--- src/rtl/uart_pkg.sv ---
//------------------------------------------------------------------------------
// uart_pkg
// Purpose : Shared definitions for the UART receiver and transmitter:
//           FSM state encoding and oversampling / framing constants.
// Ports   : none (package)
//------------------------------------------------------------------------------
`timescale 1ns/1ps

package uart_pkg;

    // Frame-level FSM states shared by the receive and transmit sides
    typedef enum logic [1:0] {
        IDLE  = 2'd0,
        START = 2'd1,
        DATA  = 2'd2,
        STOP  = 2'd3
    } uart_state_t;

    // Baud ticks per bit period
    localparam int OVERSAMPLE  = 16;
    // Payload width of one frame
    localparam int DATA_BITS   = 8;
    // Tick index inside a bit at which data and stop bits are sampled
    localparam int STOP_SAMPLE = 15;
    // Tick index after start detection that lands in the middle of the start bit
    localparam int MID_START   = 7;

endpackage : uart_pkg

--- src/rtl/uart_baud_gen.sv ---
//------------------------------------------------------------------------------
// uart_baud_gen
// Purpose : Free-running oversampling tick generator. Produces a one-clock
//           pulse every DIV clocks, DIV = UART_INPUT_CLK / (baud_rate * 16).
// Ports   : clk    - system clock
//           arst_n - asynchronous active-low reset
//           btick  - one-cycle pulse at 16x the baud rate
//------------------------------------------------------------------------------
`timescale 1ns/1ps

module uart_baud_gen
    import uart_pkg::*;
#(
    parameter int UART_INPUT_CLK = 100_000_000,
    parameter int baud_rate      = 9600
) (
    input  logic clk,
    input  logic arst_n,
    output logic btick
);

    localparam int DIV_RAW = UART_INPUT_CLK / (baud_rate * OVERSAMPLE);
    // A divisor below one would never tick; clamp so the counter stays legal
    localparam int DIV     = (DIV_RAW < 1) ? 1 : DIV_RAW;
    localparam int CW      = (DIV > 1) ? $clog2(DIV) : 1;
    localparam logic [CW-1:0] LAST = CW'(DIV - 1);

    logic [CW-1:0] r_cnt;
    logic          w_wrap;

    assign w_wrap = (r_cnt == LAST);
    assign btick  = w_wrap;

    // Counter runs 0..DIV-1 and wraps on the same cycle that btick is high
    always_ff @(posedge clk or negedge arst_n) begin
        if (!arst_n) begin
            r_cnt <= '0;
        end else if (w_wrap) begin
            r_cnt <= '0;
        end else begin
            r_cnt <= r_cnt + 1'b1;
        end
    end

endmodule : uart_baud_gen

--- src/rtl/uart_rx.sv ---
//------------------------------------------------------------------------------
// uart_rx
// Purpose : 8N1 asynchronous serial receiver, LSB first, idle-high line,
//           16x oversampling. Each correctly framed byte is presented on
//           data_out with a one-cycle done strobe; a low stop bit gives a
//           one-cycle frame_err strobe instead and data_out is kept.
// Ports   : clk       - system clock
//           arst_n    - asynchronous active-low reset
//           rx_en     - new frames are accepted only while high
//           rx        - serial line, asynchronous to clk
//           data_out  - last correctly received byte
//           done      - one-cycle pulse when data_out updates
//           busy      - high from start-bit acceptance to end of frame
//           frame_err - one-cycle pulse when the stop bit samples low
//------------------------------------------------------------------------------
`timescale 1ns/1ps

module uart_rx
    import uart_pkg::*;
#(
    parameter int UART_INPUT_CLK = 100_000_000,
    parameter int baud_rate      = 9600
) (
    input  logic       clk,
    input  logic       arst_n,
    input  logic       rx_en,
    input  logic       rx,
    output logic [7:0] data_out,
    output logic       done,
    output logic       busy,
    output logic       frame_err
);

    localparam logic [3:0] L_MID_START   = 4'(MID_START);
    localparam logic [3:0] L_STOP_SAMPLE = 4'(STOP_SAMPLE);
    localparam logic [2:0] L_LAST_BIT    = 3'(DATA_BITS - 1);

    logic        w_btick;
    logic        r_rxMeta;
    logic        r_rxSync;
    logic        w_rxS;

    uart_state_t r_state,    w_stateNext;
    logic [3:0]  r_sCnt,     w_sCntNext;
    logic [2:0]  r_bCnt,     w_bCntNext;
    logic [7:0]  r_shift,    w_shiftNext;
    logic [7:0]  r_dataOut,  w_dataOutNext;
    logic        r_done,     w_doneNext;
    logic        r_frameErr, w_frameErrNext;
    logic        r_busy,     w_busyNext;

    uart_baud_gen #(
        .UART_INPUT_CLK (UART_INPUT_CLK),
        .baud_rate      (baud_rate)
    ) u_baud_gen (
        .clk    (clk),
        .arst_n (arst_n),
        .btick  (w_btick)
    );

    // Two-flop synchroniser; resets to the idle (high) line level so that
    // reset release never looks like a falling edge by itself
    always_ff @(posedge clk or negedge arst_n) begin
        if (!arst_n) begin
            r_rxMeta <= 1'b1;
            r_rxSync <= 1'b1;
        end else begin
            r_rxMeta <= rx;
            r_rxSync <= r_rxMeta;
        end
    end

    assign w_rxS = r_rxSync;

    // State and datapath registers
    always_ff @(posedge clk or negedge arst_n) begin
        if (!arst_n) begin
            r_state    <= IDLE;
            r_sCnt     <= '0;
            r_bCnt     <= '0;
            r_shift    <= '0;
            r_dataOut  <= '0;
            r_done     <= 1'b0;
            r_frameErr <= 1'b0;
            r_busy     <= 1'b0;
        end else begin
            r_state    <= w_stateNext;
            r_sCnt     <= w_sCntNext;
            r_bCnt     <= w_bCntNext;
            r_shift    <= w_shiftNext;
            r_dataOut  <= w_dataOutNext;
            r_done     <= w_doneNext;
            r_frameErr <= w_frameErrNext;
            r_busy     <= w_busyNext;
        end
    end

    // Next-state logic. Everything advances only on baud ticks; the strobes
    // default low so they last exactly one clock.
    always_comb begin
        w_stateNext    = r_state;
        w_sCntNext     = r_sCnt;
        w_bCntNext     = r_bCnt;
        w_shiftNext    = r_shift;
        w_dataOutNext  = r_dataOut;
        w_doneNext     = 1'b0;
        w_frameErrNext = 1'b0;
        w_busyNext     = r_busy;

        case (r_state)
            IDLE: begin
                w_busyNext = 1'b0;
                if (w_btick && rx_en && !w_rxS) begin
                    w_stateNext = START;
                    w_sCntNext  = '0;
                    w_busyNext  = 1'b1;
                end
            end

            START: begin
                if (w_btick) begin
                    if (r_sCnt == L_MID_START) begin
                        // A line that is high again at mid start bit was a glitch
                        if (!w_rxS) begin
                            w_stateNext = DATA;
                            w_sCntNext  = '0;
                            w_bCntNext  = '0;
                        end else begin
                            w_stateNext = IDLE;
                            w_busyNext  = 1'b0;
                        end
                    end else begin
                        w_sCntNext = r_sCnt + 1'b1;
                    end
                end
            end

            DATA: begin
                if (w_btick) begin
                    if (r_sCnt == L_STOP_SAMPLE) begin
                        // LSB arrives first, so bits shift in from the top
                        w_shiftNext = {w_rxS, r_shift[7:1]};
                        w_sCntNext  = '0;
                        if (r_bCnt == L_LAST_BIT) begin
                            w_stateNext = STOP;
                        end else begin
                            w_bCntNext = r_bCnt + 1'b1;
                        end
                    end else begin
                        w_sCntNext = r_sCnt + 1'b1;
                    end
                end
            end

            STOP: begin
                if (w_btick) begin
                    if (r_sCnt == L_STOP_SAMPLE) begin
                        if (w_rxS) begin
                            w_dataOutNext = r_shift;
                            w_doneNext    = 1'b1;
                        end else begin
                            w_frameErrNext = 1'b1;
                        end
                        // Leaving at mid stop bit keeps a back-to-back start edge visible
                        w_stateNext = IDLE;
                        w_busyNext  = 1'b0;
                        w_sCntNext  = '0;
                    end else begin
                        w_sCntNext = r_sCnt + 1'b1;
                    end
                end
            end

            default: begin
                w_stateNext = IDLE;
                w_busyNext  = 1'b0;
            end
        endcase
    end

    assign data_out  = r_dataOut;
    assign done      = r_done;
    assign busy      = r_busy;
    assign frame_err = r_frameErr;

endmodule : uart_rx

--- config.mk ---
export PLATFORM = sky130hd
export DESIGN_NAME = uart_rx
export DESIGN_NICKNAME = d
export VERILOG_FILES = /design/src/rtl/uart_pkg.sv /design/src/rtl/uart_baud_gen.sv /design/src/rtl/uart_rx.sv
export SDC_FILE = /design/constraint.sdc
export NUM_CORES = 1
export LEC_CHECK = 0
export ABC_AREA = 1
export CORE_MARGIN = 10
export CORE_UTILIZATION = 43
export DETAILED_ROUTE_END_ITERATION = 8
export PLACE_DENSITY = 0.64
export REMOVE_ABC_BUFFERS = 1
export SKIP_LAST_GASP = 1
export SYNTH_ARGS = -nofsm -noshare
export SYNTH_HDL_FRONTEND = slang
export SYNTH_SLANG_ARGS = --single-unit
--- constraint.sdc ---
create_clock -name clk -period 1.4 [get_ports clk]
set_clock_uncertainty 0.2 [all_clocks]
set_input_delay 0.28 -clock clk [delete_from_list [all_inputs] [get_ports clk]]
set_output_delay 0.28 -clock clk [all_outputs]
set_load 0.05 [all_outputs]
After elaboration in Yosys (flattened, before gate mapping)
Index checks and enable logic that the tools add are counted.

operators by class
  $add $sub $neg = 3
  muxes and demuxes = 40
  eq/ne operators = 20
  reductions and logical operators = 13

operator list
  cell                   number
  $mux 4                 6
  $ne 2x2->1 const B     11
  $mux 2                 9
  $mux 3                 6
  $mux 1                 14
  $pmux 4 s3             1
  $add 10x1->10 const B  1
  $eq 10x10->1 const B   1
  $mux 10                1
  $pmux 2 s4             1
  $reduce_and 4->1       2
  $reduce_and 8->1       1
  $reduce_and 7->1       1
  $pmux 3 s2             1
  $reduce_and 6->1       1
  $add 4x1->4 const B    1
  $eq 2x2->1 const B     2
  $eq 4x3->1 const B     1
  $eq 4x4->1 const B     1
  $add 3x1->3 const B    1
  $eq 3x3->1 const B     1
  $ne 3x3->1 const B     1
  $pmux 1 s3             1
  $reduce_and 3->1       1
  8 further kinds        9

storage, ports and cells
  bits in registers = 40
  word-level logic and storage cells = 87
  output and inout bits = 11

Logic depth before layout (Yosys ltp)
Gate-level depths: netlist of the first run.

  depth in word-level cells = 5
  mapped depth = 10
  depth with buffers taken out = 10

Modules after synthesis
Synthesis of the first run repeated with hierarchy kept, for this count alone.

unflattened totals
  cell total of the unflattened synthesis = 227
  area, all modules = 2020.7 um^2

modules (own cells, without submodules)
  module         area each (um^2)  cells an instance  times used
  uart_rx        1497.7            165                1
  uart_baud_gen  523.0             62                 1

Least setup slack after synthesis of the first run
Ideal clock, no wire load.

  kind = reg-to-reg
  start = reg u_baud_gen.r_cnt[0]
  end = reg r_sCnt[1]
  stages on the path, launching flop included = 10
  arrival = 1239 ps
  path slack = -159 ps
  data required time = 1079 ps
  buffers on the path = 0
  cells stage by stage = dfrtp_1 -> inv_1 -> ha_1 -> nand2_1 -> nor2_4 -> nand3_2 -> nor2_4 -> nand2_2 -> nand2_1 -> o21ai_1

on the way
  word-level cells in the longest chain between the ends = 5
  elaborated cells between the ends (all ways) = 7
  classes of those cells = 4 x eq/ne; 3 x reduce/logical

ends and longest elaborated chain
  element                                line                 source
  from (decl)                            uart_baud_gen.sv:28  logic [CW-1:0] r_cnt;
  from (signal assigned)                 uart_baud_gen.sv:41  r_cnt <= r_cnt + 1'b1;
  $eq 10x10->1 (*)                       uart_baud_gen.sv:31  assign w_wrap = (r_cnt == LAST);
  $logic_and 1x1->1 (2 in a row)         uart_rx.sv:113       if (w_btick && rx_en && !w_rxS) begin
  $ne 2x2->1 (no source line)            n/a
  $reduce_and 4->1 (no source line) (*)  n/a
  to (signal assigned)                   uart_rx.sv:88        r_sCnt <= w_sCntNext;
  to (decl)                              uart_rx.sv:44        logic [3:0] r_sCnt, w_sCntNext;

Mark *: on every way between the ends. The rest lies on a longest branch, timed or not.
A chain may end at the register's enable or synchronous reset.

Final worst setup path of the first run
Same ends and word-level chain as after synthesis.

==> flow_summary.ini, run 1 <==
[floorplan]
start_util_pct = 45.6
io_pins = 15
fp.dieW_um = 88.7
rows = 24
die-area_um2 = 7860
die_y_um = 88.7
core_um2 = 4440

[clocking]
clkTransAtPathRegs_ns = 0.08
cts-root-buf = clkbuf_8
htree_levels = 2
clk_path_buf_depth = 2
clock-sinks = 40
tritoncts = built
cts_made_buffers = 5
clock_latency_ns = 0.30

[global_routing]
track_usage_pct = 12.2
grt_antenna_before_repair = 0
grt.overflow.total = 0
grt_pass1_wl_mm = 7.71
grt_pass1_vias = 1804
grt_start_max_net_pins = 30

[setup_path]
cp_data_required_time_ns = 1.40
path_max_fanout = 5
worstPathArrival_ns = 1.66
rr_endpoint = r_sCnt[1]
critPathLaunch = u_baud_gen.r_cnt[0]
start_kind = register
rr_worst_depth = 9
r2r_slack_ns = -0.26
endpoint = r_sCnt[1]
path_class = reg -> reg
rr_startpoint = u_baud_gen.r_cnt[0]
worst_setup_path_end_kind = register

[layout]
layoutNonFillerInstCount = 369
syn2layout_area_growth_pct = 48.4
final_cell_mix = nand2_1 (73), buf_4 (45), dfrtp_1 (36)
layout_commonest_cell = nand2_1
drive_gt1_share_pct = 37.5
final_net_count = 325
num_antenna_cells = 0

[synth]
yosys.area_share.simple_pct = 36.1
synth_top_family_by_area = simple AND/OR/NAND/NOR gates
syn_avg_cell_area_um2 = 8.24
ys_ff_latch = 40
synth-compound-area-share_pct = 3.21
synth_mux_area_share_pct = 0
yosysUniqueCellTypes = 23
syn-cell-area_um2 = 2030
synth_xor_area_share_pct = 2.16
synth_fa_ha_area_share_pct = 3.09
syn_inst = 246
yosys_warnings = 0
yosysSeqAreaShare_pct = 49.5

[placement]
gp_congestion = 0.822
port_buffers = 14
dp_hpwl_mm = 3.23
dp.cells = 360
dp_slack_ns = -0.376

[run_status]
failed_checks = negative setup slack
status = finished with violations

[power_and_ir_drop]
p_leak_nw = 1.52
ir_worst_vdd_mv = 0.586
finalPower_mw = 2.54
powerDensity_nw_per_um2 = 843

[route]
vias = 1747
routedWlPerCell_um = 11.8
drt_pass1_iterations = 4
routed_via_density = 4.73
final_antenna_net_count = 0
finalWirelength_mm = 4.37
drt_iter0_markers = 85
drc = 0

[timing]
finalCritPeriodShare_pct = 119
slew_headroom_pct = 78.0
timing.setup.tns_ns = -6.54
grt_setup_unrepaired = true
slew_violations = 0
hold_viol = 0
finalSetupViolations = 36
layout_min_cycle_time_ns = 1.66
fmax_ghz = 0.602
hold_ws_ns = 0.157
timing.final.ws_setup_ns = -0.261
worstMarginPinSlew_ns = 0.326

[run]
max_cap_violations = 0

[min_path]
hold_start = r_rxMeta
hold_class = reg -> reg
## cells by family (layout without fill, tap and decap cells)
group,count (synthesis),in the layout
AO/OA/AOI/OAI,13,13
XOR/XNOR,5,5
adder cells (fa/ha/maj),5,5
buffers and inverters,30,101
flip-flops,40,40
AND/OR/NAND/NOR,153,153
## final cells by class
type | count | area [um2]
Clock buffer | 5 | 68.8
Clock inverter | 3 | 90.1
Fill cell | 342 | 1440
Inverter | 29 | 109
Multi-Input combinational cell | 176 | 1020
Sequential cell | 40 | 1010
Tap cell | 52 | 65.1
Timing Repair Buffer | 64 | 647
## through the flow
| stage | utilization, % | instance area (um2) |
|---|---|---|
| after floorplan | - | 2020 |
| after global placement | 60.9 | 2710 |
| after detailed placement | 60.9 | 2710 |
| after CTS | 66.9 | 2980 |
| after global routing | 67.7 | 3010 |
| final | 67.7 | 3010 |
## report_power, final
group          leakage (nW)  internal [mW]  switching (mW)
registers             0.524           1.16         0.00313
clock network        0.0784          0.892           0.427
logic                 0.919         0.0231          0.0318
## registers in the layout, summed over array words and instances, names as in the netlist, 3 cells and up, named ones only
register,flops
data_out,8
r_shift,8
r_sCnt,4
u_baud_gen.r_cnt,10
r_bCnt,3
## metal layers
metal	track usage [%]	up-vias	share of wire [%]
li1	-	918	-
met1	14.2	805	45
met2	20.7	17	49
met3	3.68	7	4.2
met4	4.41	0	1.4
met5	0	-	0
## worst max-delay path: stages, from the launching register on
cell and delay [ns]:
dfrtp_1 0.39, inv_1 0.07, ha_2 0.18, nand2_2 0.07
nor2_4 0.14, nand3_4 0.13, nor2_4 0.18, nand2_4 0.08
nand2_1 0.07, o21ai_1 0.06
## Yosys cell counts, drive strengths merged
master,instances,area [um2]
inv,29,109
dfrtp,38,951
nor2,30,153
dfstp,2,52.6
xor2,4,35.0
nor3,6,41.3
ha,5,62.6
o21ai,10,50.1
xnor2,1,8.76
nand3,25,160
a21oi,3,15.0
buf,1,11.3
nand4,4,25.0
nand2,88,353
## what timing repair did
| item | CTS | global route |
|---|---|---|
| endpoints found under the hold margin | 40 | 0 |
| hold buffers | 1 | 0 |
| buffers inserted | 1 | 1 |
| endpoints found under the setup margin | 37 | 38 |
| resized for setup | 24 | 16 |
| pin swaps | 13 | 9 |
## worst min path at each step
stage,end,cells after the start,slack [ns]
finish,r_rxSync,0,0.16
floorplan,asynchronous set/reset pin,0,-0.22
global placement,r_sCnt[0],1,-0.01
detailed placement,r_sCnt[0],1,-0.009
CTS,r_rxSync,0,0.16
global route,r_rxSync,0,0.17
Note: power is estimated with default switching activity, not from simulation.
==> run 2: changes to the inputs <==
CTS_CLUSTER_SIZE = 10   (was default)
PLACE_DENSITY = 0.62   (was 0.64)
clock period = 2.1 ns   (was 1.4 ns; I/O delays follow)
==> run 2 against run 1 <==
  * The run now ends clean
  * Power decreased by 44%
  * Via count down 11%
  * Routed wire length shrank 15%
  * Setup slack improved by 0.59 ns
  * Worst hold slack improved by 0.0022 ns
  * Utilization fell by 16 points
  * Die area did not move
==> flow_summary.ini, run 2 (synthesis gave the netlist of run 1 again) <==
[run_status]
status = completed

[clocking]
tritoncts = built
clk_path_buf_depth = 2
clkTransAtPathRegs_ns = 0.08
clock_latency_ns = 0.29
cts-root-buf = clkbuf_8
clock-sinks = 40
htree_levels = 2
cts_made_buffers = 5
cts_setup_buffers = 0

[layout]
num_antenna_cells = 0
drive_gt1_share_pct = 16.0
top_register = u_baud_gen.r_cnt
layout_commonest_cell = nand2_1
largest_register_ffs = 10
syn2layout_area_growth_pct = 14.3
final_net_count = 277
final_cell_mix = nand2_1 (83), dfrtp_1 (38), inv_1 (27)

[global_routing]
grt_pass1_wl_mm = 6.78
grt_start_max_net_pins = 41
grt.overflow.total = 0
grt_antenna_before_repair = 0
track_usage_pct = 10.8
grt_pass1_vias = 1547

[route]
drc = 0
drt_iter0_markers = 91
routed_via_density = 4.83
finalWirelength_mm = 3.74
final_antenna_net_count = 0
vias = 1551
routedWlPerCell_um = 11.6
drt_pass1_iterations = 4

[power_and_ir_drop]
finalPower_mw = 1.43
powerDensity_nw_per_um2 = 616
ir_worst_vdd_mv = 0.297
p_leak_nw = 1.21

[setup_path]
path_cells = inv_1 -> ha_1 -> nand2_1 -> nor2_4 -> nand3_2 -> nand2_1 -> nand2_2 -> nand2_1 -> nand2_1
cpMostUsedCell = nand2_1
path_depth = 9
cpLargestDelayFamily = simple AND/OR/NAND/NOR gates
worst_path_largest_cell_delay_ns = 0.41
worstPathArrival_ns = 1.76
crit_path_top_delay_cell = dfrtp_1
crit_buf_inv = 1
start_kind = register
cp_data_required_time_ns = 2.09
worst_setup_path_end_kind = register
path_class = reg -> reg
rr_worst_depth = 9
path_max_fanout = 6

[timing]
timing.final.ws_setup_ns = 0.329
finalSetupViolations = 0
timing.setup.tns_ns = 0
layout_min_cycle_time_ns = 1.77
hold_ws_ns = 0.159
fmax_ghz = 0.565
slew_violations = 0
slew_headroom_pct = 65.8
hold_viol = 0
finalCritPeriodShare_pct = 84.3
worstMarginPinSlew_ns = 0.512
grt_setup_unrepaired = false

[floorplan]
io_pins = 15
core_um2 = 4440
die_y_um = 88.7
start_util_pct = 45.6
fp.dieW_um = 88.7
rows = 24
die-area_um2 = 7860

[placement]
dp_hpwl_mm = 2.73
port_buffers = 14
dp_slack_ns = 0.181
gp_congestion = 0.827

[min_path]
hold_class = reg -> reg
whs_path_depth = 0

[run]
max_cap_violations = 0
run 2: through the flow:
step / cells / util, % / cell area (um2)
3_5_place_dp: 312 / 49.4 / 2200
5_1_grt: 321 / 52.1 / 2320
4_1_cts: 321 / 52.1 / 2320
3_3_place_gp: 312 / 49.4 / 2200
2_1_floorplan: 245 / - / 2020
6_report: 321 / 52.1 / 2320
run 2: routing by layer:
metal,vias to the layer above,GRT usage [%],share of wire [%]
li1,819,-,-
met1,707,13.0,48
met2,19,17.6,45
met3,6,3.40,4.6
met4,0,3.96,1.6
met5,-,0,0
run 2: worst paths after layout:
kind / startpoint / to / slack (ns)
worst min register to register: r_rxMeta / r_rxSync / 0.16
min in group asynchronous: arst_n / r_sCnt[1] / 0.51
worst max register to register: u_baud_gen.r_cnt[0] / r_bCnt[2] / 0.33
worst min-delay path: r_rxMeta / r_rxSync / 0.16
max in group asynchronous: arst_n / r_rxSync / 0.82
worst max-delay path: u_baud_gen.r_cnt[0] / r_bCnt[2] / 0.33
run 2: timing repair:
item                       4_1_cts  5_1_grt
gates resized for setup          0        0
hold endpoints to repair        38        0
setup endpoints to repair        0        0
hold buffers                     1        0
run 2: report_power, final:
| part | internal [mW] | switching, mW | total (mW) |
|---|---|---|---|
| logic | 0.00725 | 0.0188 | 0.0260 |
| clock network | 0.352 | 0.274 | 0.626 |
| registers | 0.773 | 0.00225 | 0.775 |
run 2: cell type report:
class | count | area [um2]
clock buffer | 5 | 68.8
inverter | 29 | 109
clock inverter | 3 | 42.5
sequential | 40 | 1000
fill | 446 | 2130
multi-input combinational | 176 | 903
tap | 52 | 65.1
timing repair buffer | 16 | 125
==> edit 1: new RTL, settings of run 1 <==
The 4 states of `uart_state_t` get a one-hot encoding in 4 bits.
--- a/src/rtl/uart_pkg.sv
+++ b/src/rtl/uart_pkg.sv
@@ -11,7 +11,7 @@
     // Frame-level FSM states shared by the receive and transmit sides
-    typedef enum logic [1:0] {
-        IDLE  = 2'd0,
-        START = 2'd1,
-        DATA  = 2'd2,
-        STOP  = 2'd3
+    typedef enum logic [3:0] {
+        IDLE  = 4'b0001,
+        START = 4'b0010,
+        DATA  = 4'b0100,
+        STOP  = 4'b1000
     } uart_state_t;
Behaviour: same outputs for any inputs over 10 cycles, from zero or initial values and one cycle with arst_n low; not proved beyond that.
==> edit 1 against run 1 <==
The flow still finishes with violations (negative setup slack); global-route usage is 0.13 points lower; worst setup slack got worse by 0.11 ns; utilization grew 1.9 points; area after synthesis increased by 7.8%; critical path depth rose by 1; power fell by 12%; sequential power grew 5%; maximum frequency down 6.4%; sequential cell count grew 2; non-clock buffer count increased by 8; final area up 11%; routed wire length grew 10%.
==> edit 1: results (changes against run 1) <==
----------------------------------------------------
[Synth]
  Synth Instances ... 249 (+1.2%)
  Post-synthesis adder-cell area fraction ... 2.86% (-0.22 points)
  Count of different cell masters after synthesis ... 28 (+22%)
  Top cells by area, synth ... sky130_fd_sc_hd__dfrtp_1, sky130_fd_sc_hd__nand2_1, sky130_fd_sc_hd__o21ai_2, sky130_fd_sc_hd__inv_1, sky130_fd_sc_hd__dfstp_2
  Top cells by count, synth ... sky130_fd_sc_hd__nand2_1, sky130_fd_sc_hd__dfrtp_1, sky130_fd_sc_hd__inv_1, sky130_fd_sc_hd__nor2_1, sky130_fd_sc_hd__o21ai_2

[STA]
  Final number of setup-violating endpoints ... 39 (+8.3%)
  Final worst setup slack ... -0.374 ns (-0.113 ns)
  Final-layout worst hold slack ... 0.157 ns (+0.000254 ns)
  Worst max-slew margin expressed relative to the limit ... 81.5% (+3.5 points)

[Routing]
  Length of routed met3 wiring ... 208 um (+12%)
  DRC violation total after the first TritonRoute iteration ... 83 (-2.4%)
  Detailed Route WL ... 4820 um (+10%)
  Routed via count divided by cell count ... 4.63 (-2.1%)
  Routed metal-1 wire length ... 2110 um (+6.2%)

[GRT]
  Number of global-route vias before repair ... 1941 (+7.6%)
  GR met3 Demand/Resource ... 3.54% (-0.14 points)
  Total track usage ... 12.1% (-0.13 points)
  Fraction of met2 tracks used by global routing ... 20.2% (-0.58 points)
  Pin count of the biggest net entering global routing ... 43 (+43%)
  First-pass GRT wire length ... 8560 um (+11%)
  Fraction of met1 tracks used by global routing ... 14.5% (+0.27 points)

[Status]
  Failing checks ... negative setup slack
  Run status ... finished with violations

[Power and ir drop]
  Static Leakage ... 1.65 nW (+8.2%)
  Maximum resistive drop on vdd ... 0.482 mV (-18%)

[Finish]
  Fraction of layout instances using a drive strength above 1 ... 52.9% (+15 points)
  Fin nets ... 337 (+3.7%)
  Final instance count without filler cells ... 396 (+7.3%)
  Filler cell count in the final layout ... 375 (+9.6%)

[Placed design]
  Post-Place Cell Area ... 0.00285 sq mm (+5.5%)
  Placed cell count ... 373 (+3.6%)
  Gpl congestion ... 0.775 (-5.7%)

[Critical path]
  Crit path to ... r_shift[7]$_DFFE_PN0P_
  Data arrival time of the critical path ... 1.76 ns (+0.10 ns)
  R2R depth ... 10 (+1)

----------------------------------------------------
[edit 1: cell count changes after synthesis, sizes merged, moves of 2 or more]
cell	run 1	this run
a21oi	3	8
o21ai	10	22
nand3b	0	2
nand2	88	71
inv	29	37
nor3	6	2
nand3	25	16
[edit 1: cell type report]
cell class	instances	area (sq um)	share of cell area, %
Tap cell	67	83.8	2.50
Multi-Input combinational cell	170	1210	36.3
Clock inverter	3	45.0	1.34
Timing Repair Buffer	72	739	22.1
Inverter	37	139	4.14
Clock buffer	5	68.8	2.05
Sequential cell	42	1060	31.6
[edit 1: what timing repair did]
item,4_1_cts,5_1_grt
cloned,3,0
pin swaps,14,13
buffers inserted,6,7
hold buffers,1,0
endpoints found under the setup margin,39,47
endpoints found under the hold margin,42,0
gates resized for setup,38,32
[edit 1: report_power, final]
part	internal [mW]	switching, mW
clock	0.531	0.443
sequential	1.22	0.00381
combinational	0.0157	0.0289
==> edit 2: new RTL, config.mk and constraints of run 1 <==
Without the edit above. `UART_INPUT_CLK` is set to 100_000_000 in 2 places; all go to 50_000_000.
--- a/src/rtl/uart_baud_gen.sv
+++ b/src/rtl/uart_baud_gen.sv
@@ -13,3 +13,3 @@
 #(
-    parameter int UART_INPUT_CLK = 100_000_000,
+    parameter int UART_INPUT_CLK = 50_000_000,
     parameter int baud_rate      = 9600
--- a/src/rtl/uart_rx.sv
+++ b/src/rtl/uart_rx.sv
@@ -20,3 +20,3 @@
 #(
-    parameter int UART_INPUT_CLK = 100_000_000,
+    parameter int UART_INPUT_CLK = 50_000_000,
     parameter int baud_rate      = 9600
Function: same outputs for any inputs over 10 cycles, from zero or initial values and one cycle with arst_n low; that may be too few to reach the edited logic, so the function may still have changed.
==> edit 2 against run 1 <==
The flow still finishes with violations (negative setup slack); highest routed layer unchanged; largest cell class unchanged; largest power group is now registers; worst setup slack got worse by 0.019 ns; global-route usage grew 0.11 points; area after synthesis decreased by 5.3%; first-iteration DRC count is 54% lower; final area decreased by 4.7%; routed wire length decreased by 2.1%; power shrank 24%; maximum frequency is 1.1% lower; via count down 11%; utilization decreased by 1.4 points; sequential cell count down 1; critical endpoint is now r_shift[1]$_DFFE_PN0P_.
==> edit 2: results (changes against run 1) <==
----------------------------------------------------
[Status]
  Run status ... finished with violations
  Failing checks ... negative setup slack

[Power and ir drop]
  Maximum resistive drop on vdd ... 0.489 mV (-17%)
  Clk pwr share ... 39.0% (-13 points)
  Combinational power ... 45.1 uW (-18%)
  Switching share of power ... 22.6% (+4.3 points)

[CTS]
  Worst skew pair latency ... 0.30 ns (about the same)

[Placed design]
  Gpl congestion ... 0.870 (+5.9%)
  Post-detailed-placement half-perimeter wirelength ... 2800 um (-13%)

[Synth]
  Top cells by area, synth ... sky130_fd_sc_hd__dfrtp_1, sky130_fd_sc_hd__nand2_1, sky130_fd_sc_hd__inv_1, sky130_fd_sc_hd__o21ai_1, sky130_fd_sc_hd__ha_1
  Top cells by count, synth ... sky130_fd_sc_hd__nand2_1, sky130_fd_sc_hd__dfrtp_1, sky130_fd_sc_hd__inv_1, sky130_fd_sc_hd__o21ai_1, sky130_fd_sc_hd__nor2_1
  Count of different cell masters after synthesis ... 28 (+22%)
  Share of synthesized area occupied by flip-flops and latches ... 51.0% (+1.5 points)

[GRT]
  Pin count of the biggest net entering global routing ... 29 (-3.3%)
  Number of global-route vias before repair ... 1613 (-11%)
  First-pass GRT wire length ... 7480 um (-3.0%)
  Total track usage ... 12.3% (+0.11 points)

[Critical path]
  Biggest fanout along the worst timing path ... 8 (+3)
  Crit path to ... r_shift[1]$_DFFE_PN0P_
  R2R depth ... 10 (+1)
  Data arrival time of the critical path ... 1.67 ns
  Crit Reg-Reg Startpoint ... u_baud_gen.r_cnt[1]$_DFF_PN0_

[STA]
  Final worst setup slack ... -0.279 ns (-0.0187 ns)
  Pins Over Slew Limit ... 0 (unchanged)
  Worst max-slew margin expressed relative to the limit ... 76.3% (-1.8 points)
  Final number of setup-violating endpoints ... 35 (-2.8%)

[Routing]
  Routed via count divided by cell count ... 4.83 (+2.0%)
  Detailed Route WL ... 4280 um (-2.1%)
  DRC violation total after the first TritonRoute iteration ... 39 (-54%)

[Finish]
  Fraction of layout instances using a drive strength above 1 ... 50.6% (+13 points)
  Fin nets ... 279 (-14%)

----------------------------------------------------
-- edit 2: changes by cell type after synthesis, moves of 2 or more --
cell	run 1	this run
sky130_fd_sc_hd__nand2_1	83	56
sky130_fd_sc_hd__nand3_1	21	7
sky130_fd_sc_hd__nor2_1	22	9
sky130_fd_sc_hd__o21ai_1	2	13
sky130_fd_sc_hd__o21ai_2	0	7
sky130_fd_sc_hd__inv_2	2	5
sky130_fd_sc_hd__nand2_2	3	6
sky130_fd_sc_hd__a21oi_1	3	5
sky130_fd_sc_hd__inv_1	27	25
sky130_fd_sc_hd__nor3_1	5	3
-- edit 2: area by class of cell --
class,instances,share of cell area (%)
multi-input combinational,143,36.7
sequential,39,34.1
timing repair buffer,50,19.5
inverter,31,4.23
clock buffer,5,2.40
tap,52,2.27
clock inverter,3,0.698
-- edit 2: cells by family after synthesis --
group | Yosys count | synth area share, %
adder cells (fa/ha/maj) | 5 | 3.26
AND/OR/NAND/NOR | 101 | 27.2
XOR/XNOR | 3 | 1.37
flip-flops | 39 | 51.0
buffers and inverters | 33 | 7.50
AO/OA/AOI/OAI | 32 | 9.71
-- edit 2: critical path, delay by kind of cell, from the launching register on --
family	cells	cell delay, ns
adders and majority gates	1	0.16
and+or+nand+nor	5	0.50
DFF	1	0.38
buffers and inverters	3	0.29
AOI/OAI and AO/OA	1	0.05
-- edit 2: routing by layer --
metal	track usage, %	up-vias	wire length, um
met5	0	-	0
met4	4.86	0	68
met3	3.66	8	164
met2	20.0	18	2160
met1	14.9	735	1880
li1	-	799	-
-- edit 2: how the worst min path moves through the flow --
stage	startpoint	end	slack [ns]	depth (start not counted)
2_1_floorplan	arst_n	async pin	-0.22	0
3_3_place_gp	arst_n	u_baud_gen.r_cnt[4]$_DFF_PN0_	-0.01	1
3_5_place_dp	arst_n	u_baud_gen.r_cnt[4]$_DFF_PN0_	-0.02	1
4_1_cts	r_rxMeta$_DFF_PN1_	r_rxSync$_DFF_PN1_	0.16	0
5_1_grt	r_rxMeta$_DFF_PN1_	r_rxSync$_DFF_PN1_	0.17	0
6_report	r_rxMeta$_DFF_PN1_	r_rxSync$_DFF_PN1_	0.16	0
-- edit 2: metrics by stage --
step | area [sq um] | std cells | power (mW)
finish | 2870 | 323 | 1.93
CTS | 2760 | 321 | 1.96
floorplan | 1900 | 211 | 1.16
global route | 2870 | 323 | 2.00
detailed placement | 2440 | 306 | 1.20
global placement | 2440 | 306 | 1.20
-- edit 2: repair_timing --
item,4_1_cts,5_1_grt
gates cloned,2,0
setup endpoints to repair,35,37
buffers inserted,5,3
resized for setup,44,31
pin swaps,21,15
hold buffers,1,0
hold endpoints to repair,39,0
